## src/rtl/exe_div.sv

```systemverilog
// rtl/exe_div.sv - multi-cycle 32-bit signed/unsigned restoring divider for the EXE stage
module exe_div (
    input  logic        clk,
    input  logic        rst,
    input  logic        start_i,
    input  logic        signed_i,
    input  logic [31:0] dividend_i,
    input  logic [31:0] divisor_i,
    input  logic        cancel_i,
    input  logic        advance_i,
    output logic [31:0] quotient_o,
    output logic [31:0] remainder_o,
    output logic        done_o,
    output logic        stall_req_o
);

    typedef enum logic [1:0] {IDLE, BUSY, DONE} state_t;

    state_t      state, state_nx;
    logic [31:0] q, q_nx, d, d_nx;
    // The partial remainder is always below the divisor, so 32 bits of it are enough.
    logic [31:0] r, r_nx;
    logic [4:0]  cnt, cnt_nx;
    logic        q_neg, q_neg_nx, r_neg, r_neg_nx;
    logic [31:0] quot_nx, rem_nx;
    logic [32:0] t, diff;
    logic [31:0] q_step, r_step;

    always_ff @(posedge clk or negedge rst) begin
        if (!rst) begin
            state       <= IDLE;
            q           <= '0;
            d           <= '0;
            r           <= '0;
            cnt         <= '0;
            q_neg       <= 1'b0;
            r_neg       <= 1'b0;
            quotient_o  <= '0;
            remainder_o <= '0;
        end else begin
            state       <= state_nx;
            q           <= q_nx;
            d           <= d_nx;
            r           <= r_nx;
            cnt         <= cnt_nx;
            q_neg       <= q_neg_nx;
            r_neg       <= r_neg_nx;
            quotient_o  <= quot_nx;
            remainder_o <= rem_nx;
        end
    end

    always_comb begin
        t        = {r, q[31]};
        diff     = t - {1'b0, d};
        q_step   = diff[32] ? {q[30:0], 1'b0} : {q[30:0], 1'b1};
        r_step   = diff[32] ? t[31:0] : diff[31:0];

        state_nx = state;
        q_nx     = q;
        d_nx     = d;
        r_nx     = r;
        cnt_nx   = cnt;
        q_neg_nx = q_neg;
        r_neg_nx = r_neg;
        quot_nx  = quotient_o;
        rem_nx   = remainder_o;

        if (cancel_i) begin
            state_nx = IDLE;
        end else begin
            case (state)
                IDLE: begin
                    if (start_i) begin
                        if (divisor_i == 32'd0) begin
                            quot_nx  = '0;
                            rem_nx   = '0;
                            state_nx = DONE;
                        end else begin
                            q_nx     = (signed_i && dividend_i[31]) ? -dividend_i : dividend_i;
                            d_nx     = (signed_i && divisor_i[31]) ? -divisor_i : divisor_i;
                            r_nx     = '0;
                            cnt_nx   = '0;
                            q_neg_nx = signed_i & (dividend_i[31] ^ divisor_i[31]);
                            r_neg_nx = signed_i & dividend_i[31];
                            state_nx = BUSY;
                        end
                    end
                end
                BUSY: begin
                    q_nx   = q_step;
                    r_nx   = r_step;
                    cnt_nx = cnt + 5'd1;
                    if (cnt == 5'd31) begin
                        quot_nx  = q_neg ? -q_step : q_step;
                        rem_nx   = r_neg ? -r_step : r_step;
                        state_nx = DONE;
                    end
                end
                DONE: begin
                    if (advance_i) state_nx = IDLE;
                end
                default: state_nx = IDLE;
            endcase
        end
    end

    assign done_o      = (state == DONE);
    assign stall_req_o = rst & ~cancel_i & (((state == IDLE) & start_i) | (state == BUSY));

endmodule

```

## config.mk

```make
export PLATFORM = sky130hd
export DESIGN_NAME = exe_div
export DESIGN_NICKNAME = d
export VERILOG_FILES = /design/src/rtl/exe_div.sv
export SDC_FILE = /design/constraint.sdc
export NUM_CORES = 1
export LEC_CHECK = 0
export ABC_AREA = 1
export ABC_CLOCK_PERIOD_IN_PS = 4400
export BUFFER_PORTS_ARGS = -buffer_cell sky130_fd_sc_hd__buf_2
export CORE_ASPECT_RATIO = 0.7
export CORE_UTILIZATION = 45
export CTS_BUF_LIST = sky130_fd_sc_hd__clkbuf_4
export DETAILED_ROUTE_END_ITERATION = 10
export MAX_ROUTING_LAYER = met4
export PLACE_DENSITY = 0.66
export SYNTH_ARGS = -nofsm -noshare
export SYNTH_HDL_FRONTEND = slang
export SYNTH_SLANG_ARGS = --single-unit
```

## constraint.sdc

```tcl
create_clock -name clk -period 4.4 [get_ports clk]
set_input_delay 0.88 -clock clk [delete_from_list [all_inputs] [get_ports clk]]
set_output_delay 0.88 -clock clk [all_outputs]
set_load 0.005 [all_outputs]
```

==> impl_metrics.csv, run 1 <==
group,metric,value,unit
place,placed_area,13900,um2
yosys,ys_warn_count,0,
place,hpwlAfterDp,36.0,mm
grt,track_usage,32.8,%
yosys,ys_ff_latch,169,
grt,grt-ovfl-total,0,
cts,cts_tree,"built",
yosys,synth_cells,1977,
power_and_ir_drop,vdd_drop_max,391,uV
final_layout,fin_area,14200,um2
sta,fmax,245,MHz
detailed_routing,wl_per_cell,18.5,um
final_layout,fill_cells,2897,
power_and_ir_drop,power_density,829,nW/um2
detailed_routing,drt-initial-drc-count,1501,
worst_setup_path,crit_arrival,4.67,ns
worst_setup_path,worstPathMaxFanout,5,
yosys,synth-async-reset-ratio,100,%
sta,grt_setup_unrepaired,"yes",
detailed_routing,drtPass1Iterations,6,
sta,worst_slew_pin_slew,1.24,ns
worst_setup_path,crit_path_top_delay_cell,"fa_1",
power_and_ir_drop,power,11800,uW
grt,grt_pass1_vias,11700,
final_layout,final-seq-area,4230,um2
worst_hold_path,min_path_type,"input port to asynchronous set/reset pin",
cts,path_clk_slew,0.16,ns
cts,htree_num_levels,4,
sta,finalClockSkew,0.0330,ns
detailed_routing,drt_wl_total,45.8,mm
sta,relSlewSlack,17.1,%
final_layout,nNetsFinal,2201,
place,place_ws,0.278,ns
floorplanning,io_pins,136,
cts,postCtsSetupRepairBufs,0,
yosys,synth_edf_count,0,
detailed_routing,drc_errors,0,
detailed_routing,ant_nets,0,
worst_setup_path,required,4.99,ns
power_and_ir_drop,power_leakage,0.00758,uW
yosys,avgSynthCellArea,6.48,um2
worst_setup_path,critPathLaunchType,"flop",
worst_setup_path,slowest_delay,0.40,ns
floorplanning,coreArea,27900,um2
place,placement.io_buffers,135,
yosys,synth_flop_cell,"dfrtp_1",
flow_run,max_cap_viol_count,0,
cts,hold_buffers,0,
final_layout,drive_gt1_share,11.8,%
final_layout,layoutNonFillerInstCount,2480,
sta,finalHoldViolCount,0,
detailed_routing,via_count,13400,
cts,clock-sinks,169,
final_layout,syn2layout_area_growth,10.8,%
place,dp_cells,2444,
floorplanning,fp.dieW,204,um
worst_setup_path,r2r_cells,26,
final_layout,multi_input_area,7370,um2
sta,layout_worst_path_cycle_share,92.7,%
grt,grt_pass1_wl,69.6,mm
floorplanning,die_y,143,um
worst_setup_path,crit_top_cell,"nand2_1",
yosys,yosysSeqAreaShare,33.0,%
detailed_routing,vias_per_cell,5.40,
yosys,synth_nets,2086,
floorplanning,initial_utilization,45.9,%
floorplanning,die_area,29200,um2
cts,cts_made_buffers,17,
sta,setup_ws,0.322,ns
yosys,synth_cell_type_count,51,
cts,clk_latency,0.67,ns
worst_setup_path,worstSetupEndpointType,"flop",
cts,cts_buffer_depth,2,
grt,grt_antenna_before_repair,2,
place,gp_congestion,0.978,
grt,grt_max_degree,120,
yosys,synthesis.area,12800,um2
floorplanning,num_rows,51,
sta,setup_viol,0,
run_status,outcome,"finished, final reports clean",
cts,root_buffer,"clkbuf_4",
sta,slew_violations,0,
sta,period_minus_slack,4.08,ns
worst_setup_path,criticalPathCategory,"flop to flop",
==> stage by stage <==
stage          util, %  hold WS, ns  setup TNS (ns)
4_1_cts           50.8        0.134               0
3_3_place_gp      49.8        0.460               0
5_1_grt           50.9        0.156         -0.0262
3_5_place_dp      49.8        0.464               0
6_report          50.9        0.144               0
2_1_floorplan        -        0.453               0
==> where the power goes <==
| part | leakage [uW] | internal (uW) | total [uW] | switching, uW |
|---|---|---|---|---|
| Combinational | 0.00522 | 2410 | 8100 | 5690 |
| Clock | 0.000160 | 357 | 1010 | 657 |
| Sequential | 0.00220 | 2130 | 2640 | 514 |
==> kinds of logic after synthesis <==
group / share of synthesized area (%)
and+or+nand+nor: 34.6
AOI/OAI and AO/OA: 13.8
DFF: 33.0
adders and majority gates: 3.87
xor gates and xnor gates: 5.13
buffers and inverters: 9.59
==> per-layer routing <==
layer	routed length, um	vias to the layer above	track usage, %
met3	4940	45	9.08
met2	16300	567	38.5
li1	-	6559	-
met4	508	0	5.50
met1	24000	6214	53.0
met5	0	-	-
==> worst paths after layout <==
kind,from,end,slack (ns)
max,q[31],quotient_o[28],0.32
min,rst,r[8],0.14
max reg2reg,q[31],quotient_o[28],0.32
min reg2reg,remainder_o[5],remainder_o[5],0.50
max in group asynchronous,rst,remainder_o[13],3.10
min in group clk,remainder_o[5],remainder_o[5],0.50
==> Yosys cell counts, types with 4 or more instances <==
library cell,n,share of area [%]
nor2_2,10,0.49
a31oi_1,4,0.20
o31ai_1,5,0.29
nand2_2,14,0.68
o211ai_1,8,0.47
nand3_1,116,4.5
buf_1,5,0.15
clkbuf_1,46,1.3
xnor2_1,25,1.7
nand2_4,7,0.62
dfrtp_1,169,33
inv_1,246,7.2
o21ai_1,20,0.78
inv_2,9,0.26
nand2_1,657,19
o21ai_0,170,6.6
nor2_1,178,5.2
o21bai_1,4,0.23
a21oi_1,63,2.5
o22ai_1,26,1.3
xor2_1,50,3.4
buf_2,4,0.16
o21ai_2,5,0.34
nand4_1,20,0.98
nor4_1,7,0.34
nand3b_1,5,0.29
ha_1,38,3.7
nor3_1,29,1.1
==> layout by cell type, fill, tap and decap left out, types with 3 or more instances in the layout <==
cell type	count
a31oi_1	4
o221ai_1	3
nand3b_1	5
o211ai_1	8
o22ai_1	26
nor3_1	27
nand2_4	7
o31ai_1	5
xor2_1	50
nand2_2	15
o21ai_1	21
o21ai_0	169
ha_1	38
dfrtp_1	169
clkbuf_4	18
nor4_1	7
buf_2	134
nor2_2	11
inv_2	9
inv_6	5
nand3_1	116
nor2_1	177
o21ai_2	5
o21bai_1	4
nand2_1	656
buf_4	19
nand4_1	20
a22o_1	3
xnor2_1	25
clkinv_4	3
a21oi_1	63
nand3_2	3
inv_1	246
diode_2	4
==> registers in the layout, indices dropped and copies added, names as in the netlist <==
register     flops
d               32
r               32
q_neg            1
quotient_o      32
r_neg            1
q               32
state            2
remainder_o     32
cnt              5
==> cell type report <==
type / count / area share (%)
Sequential cell: 169 / 29.8
Inverter: 256 / 6.77
Clock buffer: 18 / 0.952
Antenna cell: 4 / 0.0705
Timing Repair Buffer: 156 / 6.09
Clock inverter: 14 / 1.12
Multi-Input combinational cell: 1492 / 51.9
Tap cell: 371 / 3.27
==> what timing repair did <==
action,CTS,global route
hold endpoints to repair,0,0
resized for setup,0,3
endpoints found under the setup margin,0,5
==> critical path: cells and delay by family (launching register included) <==
kind            cells  cell delay (ns)
fa+ha+maj           3             0.81
xor+xnor            1             0.17
compound gates      3             0.68
simple gates       17             1.85
buf+inv             2             0.16
flops               1             0.35
Note: power is estimated with default switching activity, not from simulation.
==> run 2: changes to the inputs <==
--- a/config.mk
+++ b/config.mk
@@ -8,12 +8,14 @@
 export ABC_AREA = 1
 export ABC_CLOCK_PERIOD_IN_PS = 4400
 export BUFFER_PORTS_ARGS = -buffer_cell sky130_fd_sc_hd__buf_2
+export CELL_PAD_IN_SITES_DETAIL_PLACEMENT = 0
+export CELL_PAD_IN_SITES_GLOBAL_PLACEMENT = 1
 export CORE_ASPECT_RATIO = 0.7
-export CORE_UTILIZATION = 45
+export CORE_UTILIZATION = 39
 export CTS_BUF_LIST = sky130_fd_sc_hd__clkbuf_4
 export DETAILED_ROUTE_END_ITERATION = 10
 export MAX_ROUTING_LAYER = met4
-export PLACE_DENSITY = 0.66
+export PLACE_DENSITY = 0.78
 export SYNTH_ARGS = -nofsm -noshare
 export SYNTH_HDL_FRONTEND = slang
 export SYNTH_SLANG_ARGS = --single-unit
==> impl_metrics.csv, run 2 (synthesis gave the netlist of run 1 again) <==
group,metric,value,unit
flow_run,max_cap_viol_count,0,
worst_setup_path,crit_path_top_delay_cell,"fa_1",
floorplanning,coreArea,32300,um2
final_layout,fill_cells,3427,
floorplanning,die_area,33600,um2
place,gp_congestion,0.949,
floorplanning,num_rows,55,
worst_setup_path,slowest_delay,0.41,ns
final_layout,final_common_cell,"nand2_1",
place,placed_area,14000,um2
sta,layout_worst_path_cycle_share,93.0,%
power_and_ir_drop,vdd_drop_max,435,uV
grt,grt_pass1_vias,11800,
detailed_routing,drt-initial-drc-count,1256,
worst_setup_path,required,4.92,ns
grt,track_usage,28.5,%
final_layout,final_core_util,44.2,%
detailed_routing,wl_per_cell,18.0,um
grt,grt_pass1_wl,70.4,mm
worst_setup_path,worstPathMaxFanout,5,
grt,grt_antenna_before_repair,1,
worst_setup_path,startpoint,"q[31]",
place,hpwlAfterDp,36.1,mm
worst_setup_path,path_buf_inv,2,
sta,finalClockSkew,0.0229,ns
grt,grt-ovfl-total,0,
final_layout,nNetsFinal,2205,
worst_setup_path,rrSetupSlack,0.31,ns
worst_setup_path,criticalPathCategory,"flop to flop",
worst_setup_path,crit_top_cell,"nand2_1",
detailed_routing,via_count,13100,
sta,timing.hold.ws,0.153,ns
final_layout,syn2layout_area_growth,11.5,%
sta,period_minus_slack,4.09,ns
cts,clk_latency,0.64,ns
worst_setup_path,reg2reg_from,"q[31]",
power_and_ir_drop,power_leakage,0.00759,uW
detailed_routing,drc_errors,0,
run_status,outcome,"finished, final reports clean",
floorplanning,fp.dieW,219,um
worst_setup_path,worstSetupEndpointType,"flop",
detailed_routing,vias_per_cell,5.18,
sta,fin_setup_tns,0,ns
cts,hold_buffers,0,
cts,path_clk_slew,0.17,ns
worst_setup_path,critPathTopFamily,"simple AND/OR/NAND/NOR gates",
floorplanning,die_y,154,um
worst_setup_path,critPathLaunchType,"flop",
place,placement.io_buffers,135,
cts,root_buffer,"clkbuf_4",
worst_setup_path,crit_arrival,4.61,ns
sta,fmax,244,MHz
final_layout,fin_area,14300,um2
cts,clock-sinks,169,
cts,cts_made_buffers,17,
cts,htree_num_levels,4,
sta,slew_violations,0,
cts,cts_tree,"built",
sta,worst_slew_pin_slew,1.11,ns
worst_hold_path,min_path_type,"input port to asynchronous set/reset pin",
floorplanning,initial_utilization,39.6,%
grt,grt_max_degree,126,
final_layout,drive_gt1_share,12.2,%
sta,finalHoldViolCount,0,
floorplanning,io_pins,136,
detailed_routing,drtPass1Iterations,5,
final_layout,final_cell_mix,"nand2_1, inv_1, nor2_1",
detailed_routing,drt_wl_total,45.6,mm
worst_setup_path,r2r_cells,27,
cts,cts_buffer_depth,2,
detailed_routing,ant_nets,0,
sta,relSlewSlack,25.7,%
sta,setup_viol,0,
worst_setup_path,r2r_end,"quotient_o[30]",
power_and_ir_drop,power_density,808,nW/um2
-- run 2: cell count changes in the layout (fill, tap and decap cells not counted), moves of 2 or more --
cell	before	now
nand2_2	15	17
buf_4	19	23
diode_2	4	1
inv_8	1	3
nand2_1	656	654
-- run 2: where the power goes --
group	switching, uW	leakage (uW)	total, uW	internal (uW)
combinational	5550	0.00523	7970	2420
sequential	479	0.00220	2610	2130
clock	670	0.000154	974	304
total	6700	0.00759	11500	4850
-- run 2: metrics by stage --
stage / total power (uW) / setup WS [ns] / cells
after global routing: 12700 / -0.0396 / 2537
after detailed placement: 10500 / 0.161 / 2503
after floorplan: 8000 / 0.299 / 1977
final: 11500 / 0.309 / 2537
after global placement: 10500 / 0.113 / 2503
after CTS: 11400 / 0.143 / 2535
-- run 2: layout make-up --
class / instances / area, um2 / share of cell area, %
multi-input combinational: 1492 / 7390 / 51.7
tap: 427 / 534 / 3.74
inverter: 256 / 961 / 6.73
clock inverter: 15 / 155 / 1.09
sequential: 169 / 4230 / 29.6
timing repair buffer: 160 / 886 / 6.20
clock buffer: 17 / 128 / 0.893
antenna: 1 / 2.50 / 0.0175
-- run 2: what timing repair did --
action,in CTS,in global routing
resized for setup,0,10
setup endpoints to repair,0,7
buffers inserted,0,1
-- run 2: worst reg2reg max path, delay by kind of cell (launching register included) --
family | cells | cell delay, ns
AO/OA/AOI/OAI | 4 | 0.58
AND/OR/NAND/NOR | 17 | 1.95
XOR/XNOR | 1 | 0.15
buffers and inverters | 2 | 0.15
flip-flops | 1 | 0.36
adder cells (fa/ha/maj) | 3 | 0.82
-- run 2: per-layer routing --
metal	wire, um	global-route usage, %	vias up
li1	-	-	6574
met1	24500	46.5	6111
met2	17000	35.2	438
met3	3600	5.76	23
met4	384	3.83	0
met5	0	-	-
-- run 2: how the worst max path moves through the flow --
stage                     cells after the start        endpoint
after floorplan                              29  quotient_o[30]
after global placement                       16           d[28]
after detailed placement                     16           d[28]
after CTS                                    27  quotient_o[30]
after global routing                         27  quotient_o[30]
final                                        27  quotient_o[30]
